**config.mk**
```make
export PLATFORM = sky130hd
export DESIGN_NAME = rect_plotter_flat
export DESIGN_NICKNAME = d
export VERILOG_FILES = /design/src/rtl/rect_plotter_pkg.sv /design/src/rtl/rect_plotter_if.sv /design/src/rtl/rect_scan_counter.sv /design/src/rtl/rect_plotter.sv /design/src/flat_wrapper.sv
export SDC_FILE = /design/constraint.sdc
export NUM_CORES = 1
export LEC_CHECK = 0
export ABC_AREA = 1
export BUFFER_PORTS_ARGS = -buffer_cell sky130_fd_sc_hd__buf_2
export CAP_MARGIN = 20
export CELL_PAD_IN_SITES_DETAIL_PLACEMENT = 2
export CELL_PAD_IN_SITES_GLOBAL_PLACEMENT = 2
export CORE_MARGIN = 2
export CORE_UTILIZATION = 33
export CTS_CLUSTER_DIAMETER = 30
export DETAILED_ROUTE_END_ITERATION = 8
export PLACE_DENSITY = 0.89
export SLEW_MARGIN = 30
export SYNTH_ARGS = -nofsm -noshare
export SYNTH_HDL_FRONTEND = slang
export SYNTH_HIERARCHICAL = 1
export SYNTH_SLANG_ARGS = --single-unit
```
**constraint.sdc**
```tcl
create_clock -name clk -period 7.3 [get_ports clk]
set_input_delay 1.46 -clock clk [delete_from_list [all_inputs] [get_ports clk]]
set_output_delay 1.46 -clock clk [all_outputs]
set_load 0.01 [all_outputs]
```
**src/rtl/rect_plotter_pkg.sv**
```systemverilog
// rect_plotter_pkg
// Shared definitions for the rectangle plotter:
//   - state_t      : controller states (IDLE, ERASE, DRAW, DONE)
//   - BLACK, WHITE : default 3-bit colours
//   - SCREEN_W/H   : visible screen size (160x120) and the last visible column/row
//   - is_scan()    : true in the two states that emit one scan position per cycle
package rect_plotter_pkg;

    typedef enum logic [1:0] {
        IDLE  = 2'd0,
        ERASE = 2'd1,
        DRAW  = 2'd2,
        DONE  = 2'd3
    } state_t;

    localparam logic [2:0] BLACK = 3'b000;
    localparam logic [2:0] WHITE = 3'b111;

    localparam int SCREEN_W = 160;
    localparam int SCREEN_H = 120;
    localparam int X_LAST   = SCREEN_W - 1;
    localparam int Y_LAST   = SCREEN_H - 1;

    function automatic logic is_scan(input state_t s);
        return (s == ERASE) || (s == DRAW);
    endfunction

endpackage

```
**src/rtl/rect_plotter_if.sv**
```systemverilog
// rect_plotter_if
// Groups the request side (start + rectangle description) and the pixel
// write side (xpos/ypos/color_out/plot) plus status (busy/done).
//   master : the requester (game processor / testbench); drives requests,
//            observes status and pixels
//   slave  : the plotter itself
interface rect_plotter_if #(
    parameter int X_W = 8,
    parameter int Y_W = 7,
    parameter int C_W = 3,
    parameter int S_W = 4
) ();

    logic           start;
    logic [X_W-1:0] x0;
    logic [Y_W-1:0] y0;
    logic [S_W-1:0] w;
    logic [S_W-1:0] h;
    logic [C_W-1:0] color;
    logic           erase_en;
    logic [X_W-1:0] old_x;
    logic [Y_W-1:0] old_y;
    logic [C_W-1:0] bg_color;

    logic           busy;
    logic           done;
    logic [X_W-1:0] xpos;
    logic [Y_W-1:0] ypos;
    logic [C_W-1:0] color_out;
    logic           plot;

    modport master (
        output start, x0, y0, w, h, color, erase_en, old_x, old_y, bg_color,
        input  busy, done, xpos, ypos, color_out, plot
    );

    modport slave (
        input  start, x0, y0, w, h, color, erase_en, old_x, old_y, bg_color,
        output busy, done, xpos, ypos, color_out, plot
    );

endinterface

```
**src/rtl/rect_scan_counter.sv**
```systemverilog
// rect_scan_counter
// Raster-order (dx fastest) scan counter over a w x h rectangle.
// Ports:
//   clk, reset : clock, synchronous active-high reset
//   load       : restart the scan at (0,0); wins over enable
//   enable     : advance one position this cycle
//   w, h       : rectangle size (only meaningful when both are non-zero)
//   dx, dy     : current scan position
//   last       : current position is (w-1, h-1)
module rect_scan_counter #(
    parameter int S_W = 4
) (
    input  logic           clk,
    input  logic           reset,
    input  logic           load,
    input  logic           enable,
    input  logic [S_W-1:0] w,
    input  logic [S_W-1:0] h,
    output logic [S_W-1:0] dx,
    output logic [S_W-1:0] dy,
    output logic           last
);

    logic [S_W-1:0] dx_q, dx_d;
    logic [S_W-1:0] dy_q, dy_d;
    logic [S_W-1:0] w_m1;
    logic [S_W-1:0] h_m1;

    assign w_m1 = w - S_W'(1);
    assign h_m1 = h - S_W'(1);
    assign last = (dx_q == w_m1) && (dy_q == h_m1);
    assign dx   = dx_q;
    assign dy   = dy_q;

    always_comb begin
        dx_d = dx_q;
        dy_d = dy_q;
        if (load) begin
            dx_d = '0;
            dy_d = '0;
        end else if (enable) begin
            if (dx_q == w_m1) begin
                dx_d = '0;
                dy_d = dy_q + S_W'(1);
            end else begin
                dx_d = dx_q + S_W'(1);
            end
        end
    end

    always_ff @(posedge clk) begin
        if (reset) begin
            dx_q <= '0;
            dy_q <= '0;
        end else begin
            dx_q <= dx_d;
            dy_q <= dy_d;
        end
    end

endmodule

```
**src/rtl/rect_plotter.sv**
```systemverilog
// rect_plotter
// Accepts a rectangle request, optionally repaints the previous rectangle in
// the background colour, then paints the new one, one scan position per clock
// in raster order. Positions off-screen still take a cycle but do not plot.
// Ports:
//   clk, reset : clock, synchronous active-high reset (wins over everything)
//   bus        : rect_plotter_if.slave
//                requests : start, x0, y0, w, h, color, erase_en, old_x, old_y, bg_color
//                status   : busy, done
//                pixels   : xpos, ypos, color_out, plot (all registered)
module rect_plotter
    import rect_plotter_pkg::*;
#(
    parameter int X_W   = 8,
    parameter int Y_W   = 7,
    parameter int C_W   = 3,
    parameter int S_W   = 4,
    parameter int X_MAX = X_LAST,
    parameter int Y_MAX = Y_LAST
) (
    input  logic           clk,
    input  logic           reset,
    rect_plotter_if.slave  bus
);

    localparam logic [X_W:0] X_LIM = (X_W+1)'(X_MAX);
    localparam logic [Y_W:0] Y_LIM = (Y_W+1)'(Y_MAX);

    state_t         state_q, state_d;

    logic [X_W-1:0] x0_q, x0_d;
    logic [Y_W-1:0] y0_q, y0_d;
    logic [S_W-1:0] w_q, w_d;
    logic [S_W-1:0] h_q, h_d;
    logic [C_W-1:0] color_q, color_d;
    logic [X_W-1:0] old_x_q, old_x_d;
    logic [Y_W-1:0] old_y_q, old_y_d;
    logic [C_W-1:0] bg_q, bg_d;

    logic           busy_q, busy_d;
    logic           done_q, done_d;
    logic [X_W-1:0] xpos_q, xpos_d;
    logic [Y_W-1:0] ypos_q, ypos_d;
    logic [C_W-1:0] cout_q, cout_d;
    logic           plot_q, plot_d;

    logic           cnt_load;
    logic           cnt_en;
    logic [S_W-1:0] dx;
    logic [S_W-1:0] dy;
    logic           last;

    logic [X_W-1:0] base_x;
    logic [Y_W-1:0] base_y;
    logic [X_W:0]   pix_x;
    logic [Y_W:0]   pix_y;
    logic           clipped;

    rect_scan_counter #(.S_W(S_W)) u_scan (
        .clk    (clk),
        .reset  (reset),
        .load   (cnt_load),
        .enable (cnt_en),
        .w      (w_q),
        .h      (h_q),
        .dx     (dx),
        .dy     (dy),
        .last   (last)
    );

    // Next state, request capture and scan counter control. The erase/draw
    // decision is made at acceptance, so erase_en needs no register: being in
    // ERASE is the stored form of it. A zero-sized rectangle skips both phases.
    always_comb begin
        state_d  = state_q;
        x0_d     = x0_q;
        y0_d     = y0_q;
        w_d      = w_q;
        h_d      = h_q;
        color_d  = color_q;
        old_x_d  = old_x_q;
        old_y_d  = old_y_q;
        bg_d     = bg_q;
        cnt_load = 1'b0;
        cnt_en   = 1'b0;

        case (state_q)
            IDLE: begin
                if (bus.start) begin
                    x0_d     = bus.x0;
                    y0_d     = bus.y0;
                    w_d      = bus.w;
                    h_d      = bus.h;
                    color_d  = bus.color;
                    old_x_d  = bus.old_x;
                    old_y_d  = bus.old_y;
                    bg_d     = bus.bg_color;
                    cnt_load = 1'b1;
                    if ((bus.w == '0) || (bus.h == '0)) begin
                        state_d = DONE;
                    end else if (bus.erase_en) begin
                        state_d = ERASE;
                    end else begin
                        state_d = DRAW;
                    end
                end
            end
            ERASE: begin
                cnt_en = 1'b1;
                if (last) begin
                    // Rewind the counter so DRAW starts at (0,0) with no gap.
                    cnt_load = 1'b1;
                    state_d  = DRAW;
                end
            end
            DRAW: begin
                cnt_en = 1'b1;
                if (last) begin
                    state_d = DONE;
                end
            end
            DONE: begin
                state_d = IDLE;
            end
            default: begin
                state_d = IDLE;
            end
        endcase
    end

    // Pixel generation for the current scan position. The sum is one bit
    // wider than the coordinate so a rectangle running past the coordinate
    // range is clipped instead of wrapping back on-screen.
    always_comb begin
        base_x  = (state_q == ERASE) ? old_x_q : x0_q;
        base_y  = (state_q == ERASE) ? old_y_q : y0_q;
        pix_x   = {1'b0, base_x} + {{(X_W+1-S_W){1'b0}}, dx};
        pix_y   = {1'b0, base_y} + {{(Y_W+1-S_W){1'b0}}, dy};
        clipped = (pix_x > X_LIM) || (pix_y > Y_LIM);

        busy_d  = is_scan(state_q);
        done_d  = (state_q == DONE);
        plot_d  = 1'b0;
        xpos_d  = '0;
        ypos_d  = '0;
        cout_d  = '0;
        if (is_scan(state_q)) begin
            plot_d = !clipped;
            xpos_d = pix_x[X_W-1:0];
            ypos_d = pix_y[Y_W-1:0];
            cout_d = (state_q == ERASE) ? bg_q : color_q;
        end
    end

    always_ff @(posedge clk) begin
        if (reset) begin
            state_q <= IDLE;
            x0_q    <= '0;
            y0_q    <= '0;
            w_q     <= '0;
            h_q     <= '0;
            color_q <= '0;
            old_x_q <= '0;
            old_y_q <= '0;
            bg_q    <= '0;
            busy_q  <= 1'b0;
            done_q  <= 1'b0;
            xpos_q  <= '0;
            ypos_q  <= '0;
            cout_q  <= '0;
            plot_q  <= 1'b0;
        end else begin
            state_q <= state_d;
            x0_q    <= x0_d;
            y0_q    <= y0_d;
            w_q     <= w_d;
            h_q     <= h_d;
            color_q <= color_d;
            old_x_q <= old_x_d;
            old_y_q <= old_y_d;
            bg_q    <= bg_d;
            busy_q  <= busy_d;
            done_q  <= done_d;
            xpos_q  <= xpos_d;
            ypos_q  <= ypos_d;
            cout_q  <= cout_d;
            plot_q  <= plot_d;
        end
    end

    assign bus.busy      = busy_q;
    assign bus.done      = done_q;
    assign bus.xpos      = xpos_q;
    assign bus.ypos      = ypos_q;
    assign bus.color_out = cout_q;
    assign bus.plot      = plot_q;

endmodule

```
**src/flat_wrapper.sv**
```systemverilog
// flat-port wrapper written by rule: the top's interface ports become plain ports
module rect_plotter_flat import rect_plotter_pkg::*;
#(
    parameter int X_W   = 8,
    parameter int Y_W   = 7,
    parameter int C_W   = 3,
    parameter int S_W   = 4,
    parameter int X_MAX = X_LAST,
    parameter int Y_MAX = Y_LAST
)
  (clk, reset, bus_start, bus_x0, bus_y0, bus_w, bus_h, bus_color, bus_erase_en, bus_old_x, bus_old_y, bus_bg_color, bus_busy, bus_done, bus_xpos, bus_ypos, bus_color_out, bus_plot);
  rect_plotter_if #(.X_W(X_W), .Y_W(Y_W), .C_W(C_W), .S_W(S_W)) bus_i ();
  input  logic clk;
  input  logic reset;
  input wire logic [$bits(bus_i.start)-1:0] bus_start;
  input wire logic [$bits(bus_i.x0)-1:0] bus_x0;
  input wire logic [$bits(bus_i.y0)-1:0] bus_y0;
  input wire logic [$bits(bus_i.w)-1:0] bus_w;
  input wire logic [$bits(bus_i.h)-1:0] bus_h;
  input wire logic [$bits(bus_i.color)-1:0] bus_color;
  input wire logic [$bits(bus_i.erase_en)-1:0] bus_erase_en;
  input wire logic [$bits(bus_i.old_x)-1:0] bus_old_x;
  input wire logic [$bits(bus_i.old_y)-1:0] bus_old_y;
  input wire logic [$bits(bus_i.bg_color)-1:0] bus_bg_color;
  output wire logic [$bits(bus_i.busy)-1:0] bus_busy;
  output wire logic [$bits(bus_i.done)-1:0] bus_done;
  output wire logic [$bits(bus_i.xpos)-1:0] bus_xpos;
  output wire logic [$bits(bus_i.ypos)-1:0] bus_ypos;
  output wire logic [$bits(bus_i.color_out)-1:0] bus_color_out;
  output wire logic [$bits(bus_i.plot)-1:0] bus_plot;
  assign bus_i.start = bus_start;
  assign bus_i.x0 = bus_x0;
  assign bus_i.y0 = bus_y0;
  assign bus_i.w = bus_w;
  assign bus_i.h = bus_h;
  assign bus_i.color = bus_color;
  assign bus_i.erase_en = bus_erase_en;
  assign bus_i.old_x = bus_old_x;
  assign bus_i.old_y = bus_old_y;
  assign bus_i.bg_color = bus_bg_color;
  assign bus_busy = bus_i.busy;
  assign bus_done = bus_i.done;
  assign bus_xpos = bus_i.xpos;
  assign bus_ypos = bus_i.ypos;
  assign bus_color_out = bus_i.color_out;
  assign bus_plot = bus_i.plot;
  rect_plotter #(.X_W(X_W), .Y_W(Y_W), .C_W(C_W), .S_W(S_W), .X_MAX(X_MAX), .Y_MAX(Y_MAX)) u_core (.clk(clk), .reset(reset), .bus(bus_i));
endmodule
```
==> impl_metrics.yaml, run 1 <==
die:
  core-area_um2: 10400
  fp.dieArea_um2: 11700
  dieHeight_um: 108
  fp-row-count: 37
  die_w_um: 108
  initial_core_util_pct: 34.3
  num_io_pins: 69
drt:
  wl_met1_um: 5040
  met2_wirelength_um: 5770
  top_layer: "met4"
  drcViolationCount: 0
  first_pass_iters: 4
  routed_wl_um: 11500
  final_antenna_net_count: 0
  vias: 3489
  wl_per_cell_um: 16.4
  vias_per_cell: 4.96
  met3_length_um: 568
  drt_iter0_markers: 139
logic_synthesis:
  syn-mean-instance-area_um2: 7.12
  async_flop_share_pct: 0
  ys.warnings.count: 6
  yosysSeqAreaShare_pct: 42.1
  ys.flop_type: "dfxtp_1"
  syn-cell-area_um2: 3570
  ys_types: 31
  syn_nets: 569
  synth_cells: 501
  synth_edf_count: 0
  ys_ff_latch: 75
place:
  globalplace.congestion: 0.763
  post-dp-hpwl_um: 8230
  io_buffers: 68
  dp_cells: 688
cts:
  clk_pin_slew_ns: 0.08
  clock_sinks: 75
  cts_root_buffer: "clkbuf_8"
  cts_tree: "done"
  cts_max_level: 3
  cts-resized-gates: 0
  hold_buffers: 0
  cts_made_buffers: 9
  cts_setup_buffers: 0
  clock_latency_ns: 0.36
  cts_buffer_depth: 2
setup_path:
  crit_path_start_kind: "register"
  endpoint_kind: "register"
  cp_common_cell: "nand2_1"
  cp_top_family: "adder cells"
  arrival_ns: 3.37
  path_cells: "inv_1 > ha_2 > inv_2 > nand2_1 > nand2_1 > ha_1 > fa_1 > nand2_1 > nand2_1 > nand2_1 > nand2_1 > nand2_1 > nand2_1 > nand2_1 > nand3_1 > nand2_1 > nand2_1 > nor2_2"
  path_buf_inv: 2
  max_stage_delay_ns: 0.54
  critical_path_class: "register to register"
  critPathMaxFanout: 24
  crit_path_top_delay_cell: "ha_2"
  worstPathRequired_ns: 7.61
global_routing:
  grt_max_degree: 48
  grt_pass1_wl_um: 19000
  grt_overflow: 0
  grt_pass1_vias: 3840
  grtUsageTotal_pct: 21.4
  antenna_found_initial: 0
timing:
  drv_slew: 0
  fmaxAchievable_ghz: 0.327
  rsz0062_at_grt: "false"
  finalSetupViolCount: 0
  fin_skew_ns: 0.00618
  slew_headroom_pct: 51.1
  tightest_slew_ns: 0.732
  fin_crit_ns: 3.06
  hold_viol: 0
  setup_tns_ns: 0
  fin_crit_sh_pct: 41.9
  holdWs_ns: 0.458
min_path:
  hp-class: "register to register"
power_and_ir_drop:
  leakage_uw: 0.00199
  powerDensity_nw_per_um2: 351
  peakVddDrop_mv: 0.164
job:
  max_cap_violations: 0
final_layout:
  syn_to_final_growth_pct: 17.4
  insertedDiodeCount: 0
  fin_nets: 631
  fillCellCount: 1294
  stdcell_count: 704
  final_core_util_pct: 40.2
  drive_gt1_share_pct: 17.3
run_status:
  outcome: "complete, no violations"
-- cells in the final DEF (no fill, tap or decap), types with 5 or more instances in the layout --
master	count
nand2_1	104
nor2_1	92
dfxtp_1	75
buf_2	68
inv_1	52
o21ai_0	48
a21oi_1	29
nand3_1	19
ha_1	17
clkbuf_8	11
nand4_1	7
xor2_1	6
nor2_2	5
-- stage by stage --
stage | instance area [µm²] | setup WS, ns | power, µW
6_report | 4190 | 4.24 | 1470
5_1_grt | 4190 | 3.92 | 1590
4_1_cts | 4190 | 3.77 | 1490
3_5_place_dp | 4010 | 3.93 | 1170
3_3_place_gp | 4010 | 4.01 | 1120
2_1_floorplan | 3570 | 4.72 | 983
-- kinds of logic after synthesis --
logic type,Yosys count,synth area share [%]
xor gates and xnor gates,9,2.21
and+or+nand+nor,239,27.9
DFF,75,42.1
adders and majority gates,20,7.43
AOI/OAI and AO/OA,84,12.1
muxes,1,0.281
buffers and inverters,73,7.96
-- layout make-up --
cell class / count / area, µm² / area share (%)
clock buffers: 14 / 163 / 3.88
multi-input cells: 353 / 1790 / 42.6
inverters: 54 / 203 / 4.84
flip-flops and latches: 75 / 1500 / 35.9
well taps: 136 / 170 / 4.06
repair buffers: 70 / 355 / 8.49
clock inverters: 2 / 10.0 / 0.239
-- report_power, final --
group	internal (µW)	switching, µW	total (µW)
Clock	142	153	295
Combinational	190	429	618
Sequential	502	52.9	555
-- layer usage --
layer	global-route usage [%]	vias to the layer above
li1	-	1706
met1	26.1	1693
met2	37.7	75
met3	3.92	15
met4	7.69	0
met5	0	-
-- worst reg2reg max path, cell delays in order (launching register included) --
cell and delay, ns:
dfxtp_1 0.34, inv_1 0.12, ha_2 0.54, inv_2 0.27
nand2_1 0.14, nand2_1 0.10, ha_1 0.22, fa_1 0.42
nand2_1 0.08, nand2_1 0.06, nand2_1 0.09, nand2_1 0.11
nand2_1 0.12, nand2_1 0.06, nand2_1 0.08, nand3_1 0.07
nand2_1 0.07, nand2_1 0.06, nor2_2 0.06
-- Yosys cell counts (2+ instances only) --
master	instances	area, µm²
o21ai_0	48	240
nand4_1	7	43.8
ha_1	18	225
nand3_1	19	95.1
nor3_1	3	15.0
nand2_2	3	18.8
buf_1	3	11.3
fa_1	2	40.0
inv_1	53	199
nand2_1	104	390
xnor2_1	3	26.3
xor2_1	6	52.6
clkbuf_1	13	48.8
dfxtp_1	75	1500
buf_2	2	10.0
nand3b_1	2	15.0
nor2_2	5	31.3
nor2_1	92	345
a21oi_1	29	145
o21ai_1	3	15.0
-- final timing paths --
path / from / end / slack [ns] / cells past startpoint
worst max-delay path: u_core/state_q[1]$_SDFFE_PP0P_ / u_core/bus.plot$_SDFF_PP0_ / 4.24 / 18
worst min register to register: u_core/old_x_q[4]$_SDFFE_PP0P_ / u_core/old_x_q[4]$_SDFFE_PP0P_ / 0.46 / 2
worst max register to register: u_core/state_q[1]$_SDFFE_PP0P_ / u_core/bus.plot$_SDFF_PP0_ / 4.24 / 18
worst min-delay path: u_core/old_x_q[4]$_SDFFE_PP0P_ / u_core/old_x_q[4]$_SDFFE_PP0P_ / 0.46 / 2
-- registers in the layout, indices dropped and copies added (netlist names) --
signal                cells
u_core/bus.xpos           8
u_core/old_x_q            8
u_core/x0_q               8
u_core/bus.ypos           7
u_core/old_y_q            7
u_core/y0_q               7
u_core/h_q                4
u_core/u_scan/dx          4
u_core/u_scan/dy          4
u_core/w_q                4
u_core/bg_q               3
u_core/bus.color_out      3
u_core/color_q            3
u_core/state_q            2
u_core/bus.busy           1
u_core/bus.done           1
u_core/bus.plot           1
Note: power is estimated with default switching activity, not from simulation.
==> inputs of run 2 (changes only) <==
--- a/config.mk
+++ b/config.mk
@@ -11,10 +11,10 @@
 export CELL_PAD_IN_SITES_DETAIL_PLACEMENT = 2
 export CELL_PAD_IN_SITES_GLOBAL_PLACEMENT = 2
 export CORE_MARGIN = 2
-export CORE_UTILIZATION = 33
+export CORE_UTILIZATION = 27
 export CTS_CLUSTER_DIAMETER = 30
 export DETAILED_ROUTE_END_ITERATION = 8
-export PLACE_DENSITY = 0.89
+export PLACE_DENSITY = 0.78
 export SLEW_MARGIN = 30
 export SYNTH_ARGS = -nofsm -noshare
 export SYNTH_HDL_FRONTEND = slang
==> constraint.sdc (replaced) <==
create_clock -name clk -period 2.5 [get_ports clk]
set_input_delay 0.5 -clock clk [delete_from_list [all_inputs] [get_ports clk]]
set_output_delay 0.5 -clock clk [all_outputs]
set_load 0.01 [all_outputs]
==> run 2 against run 1 <==
Net effect:
- sequential share of layout area decreased by 1.9 points
- total power increased to 3.3 times the previous value
- die area increased by 21%
- sequential power increased to 2.9 times the previous value
- count of clock-buffer cells in the layout decreased by 3
- setup slack got worse by 4.1 ns
- fmax increased by 30%
- register-to-register slack got worse by 4.1 ns
- combinational power increased to 3.1 times the previous value
- cell count increased by 6.5%
- first-iteration DRC count decreased by 27%
- via count unchanged
- largest cell class unchanged
- highest routed layer unchanged
==> impl_metrics.yaml, run 2 (synthesis results as in run 1) <==
timing:
  fin_crit_sh_pct: 94.1
  hold_viol: 0
  finalSetupViolCount: 0
  fin_skew_ns: 0.00500
  fmaxAchievable_ghz: 0.425
  setup_tns_ns: 0
  fin_crit_ns: 2.35
  setup_ws_ns: 0.148
  drv_slew: 0
  tightest_slew_ns: 0.630
  slew_headroom_pct: 57.9
  holdWs_ns: 0.381
drt:
  routed_wl_um: 11300
  vias_per_cell: 4.65
  drcViolationCount: 0
  first_pass_iters: 4
  drt_iter0_markers: 101
  final_antenna_net_count: 0
  wl_per_cell_um: 15.1
  vias: 3489
run_status:
  outcome: "complete, no violations"
power_and_ir_drop:
  peakVddDrop_mv: 0.415
  powerDensity_nw_per_um2: 1080
  leakage_uw: 0.00208
setup_path:
  endpoint: "u_core/bus.plot$_SDFF_PP0_"
  worstPathRequired_ns: 2.73
  r2r_end: "u_core/bus.plot$_SDFF_PP0_"
  startpoint: "u_core/state_q[1]$_SDFFE_PP0P_"
  critical_path_class: "register to register"
  worstReg2RegStart: "u_core/state_q[1]$_SDFFE_PP0P_"
  critPathMaxFanout: 7
  rrSetupSlack_ns: 0.15
  arrival_ns: 2.58
  endpoint_kind: "register"
  reg2reg_depth: 15
  crit_path_start_kind: "register"
cts:
  hold_buffers: 0
  clock_sinks: 75
  cts_made_buffers: 9
  cts_max_level: 3
  clk_pin_slew_ns: 0.06
  cts_tree: "done"
  clock_latency_ns: 0.33
  cts_buffer_depth: 2
  cts_root_buffer: "clkbuf_16"
place:
  post-dp-hpwl_um: 8490
  pre_cts_ws_ns: -0.101
  globalplace.congestion: 0.737
  io_buffers: 68
  place_area_um2: 4120
final_layout:
  final_cell_mix: "nand2_1 (104), nor2_1 (91), dfxtp_1 (73)"
  fin_nets: 639
  ff_latch_area_um2: 1500
  insertedDiodeCount: 0
  final_cell_area_um2: 4430
  fillCellCount: 1552
  drive_gt1_share_pct: 19.7
  final_common_cell: "nand2_1"
  syn_to_final_growth_pct: 24.2
  multi_input_area_um2: 1810
global_routing:
  grt_pass1_vias: 3774
  grt_overflow: 0
  grtUsageTotal_pct: 16.9
  grt_max_degree: 57
  grt_pass1_wl_um: 18900
  antenna_found_initial: 0
die:
  dieHeight_um: 119
  fp-row-count: 42
  core-area_um2: 13100
  initial_core_util_pct: 27.3
  fp.dieArea_um2: 14200
  num_io_pins: 69
  die_w_um: 119
min_path:
  hp-class: "input port to register"
job:
  max_cap_violations: 0
[run 2: cell count changes in the layout (fill, tap and decap cells not counted), moves of 2 or more]
cell | before | now
buf_4 | 2 | 9
dfxtp_2 | 0 | 2
clkbuf_16 | 0 | 9
clkbuf_8 | 11 | 1
dfxtp_1 | 75 | 73
clkbuf_1 | 3 | 1
[run 2: worst min-delay path by stage]
stage                                     endpoint                            from  cells after the start
floorplan           u_core/old_y_q[4]$_SDFFE_PP0P_  u_core/old_y_q[4]$_SDFFE_PP0P_                      2
global placement    u_core/old_y_q[4]$_SDFFE_PP0P_  u_core/old_y_q[4]$_SDFFE_PP0P_                      2
detailed placement  u_core/old_y_q[5]$_SDFFE_PP0P_  u_core/old_y_q[5]$_SDFFE_PP0P_                      2
CTS                     u_core/bus.done$_SDFF_PP0_                           reset                      2
global route            u_core/bus.done$_SDFF_PP0_                           reset                      2
finish                  u_core/bus.done$_SDFF_PP0_                           reset                      2
[run 2: layout make-up]
| cell class | instances | area share [%] |
|---|---|---|
| multi-input cells | 353 | 40.8 |
| flip-flops and latches | 75 | 33.9 |
| repair buffers | 78 | 9.31 |
| clock buffers | 11 | 5.48 |
| well taps | 176 | 4.97 |
| inverters | 54 | 4.63 |
| clock inverters | 3 | 0.903 |
[run 2: routing by layer]
layer,track usage (%),up-vias,wire (µm)
li1,-,1722,-
met2,29.4,53,5570
met4,5.13,0,125
met3,3.21,9,373
met5,0,-,0
met1,21.0,1705,5270
[run 2: stage by stage]
stage / util, % / cells / total power, µW
global placement: 31.4 / 735 / 3400
detailed placement: 31.4 / 735 / 3500
floorplan: - / 501 / 2870
global route: 33.9 / 750 / 5190
CTS: 33.7 / 749 / 4830
finish: 33.9 / 750 / 4800
[run 2: power by group]
part / internal (µW) / switching [µW] / leakage, µW
sequential: 1470 / 162 / 0.000616
clock: 785 / 467 / 0.000141
combinational: 640 / 1270 / 0.00133
total: 2900 / 1900 / 0.00208
[run 2: critical path, stage by stage, from the launching register on]
cell,delay (ns)
dfxtp_2,0.37
inv_2,0.07
ha_4,0.19
inv_4,0.09
nand2_1,0.05
nand2_1,0.08
ha_1,0.18
inv_1,0.06
fa_1,0.40
nand3b_1,0.19
nand3_1,0.11
nand2_1,0.08
nor2_1,0.13
nand3_1,0.10
nor2_2,0.11
nor2_2,0.05
[run 2: what timing repair did]
| action | in CTS | in global routing |
|---|---|---|
| pin swaps | 0 | 0 |
| gates resized for setup | 3 | 8 |
| setup endpoints to repair | 2 | 3 |
| setup buffers | 0 | 1 |
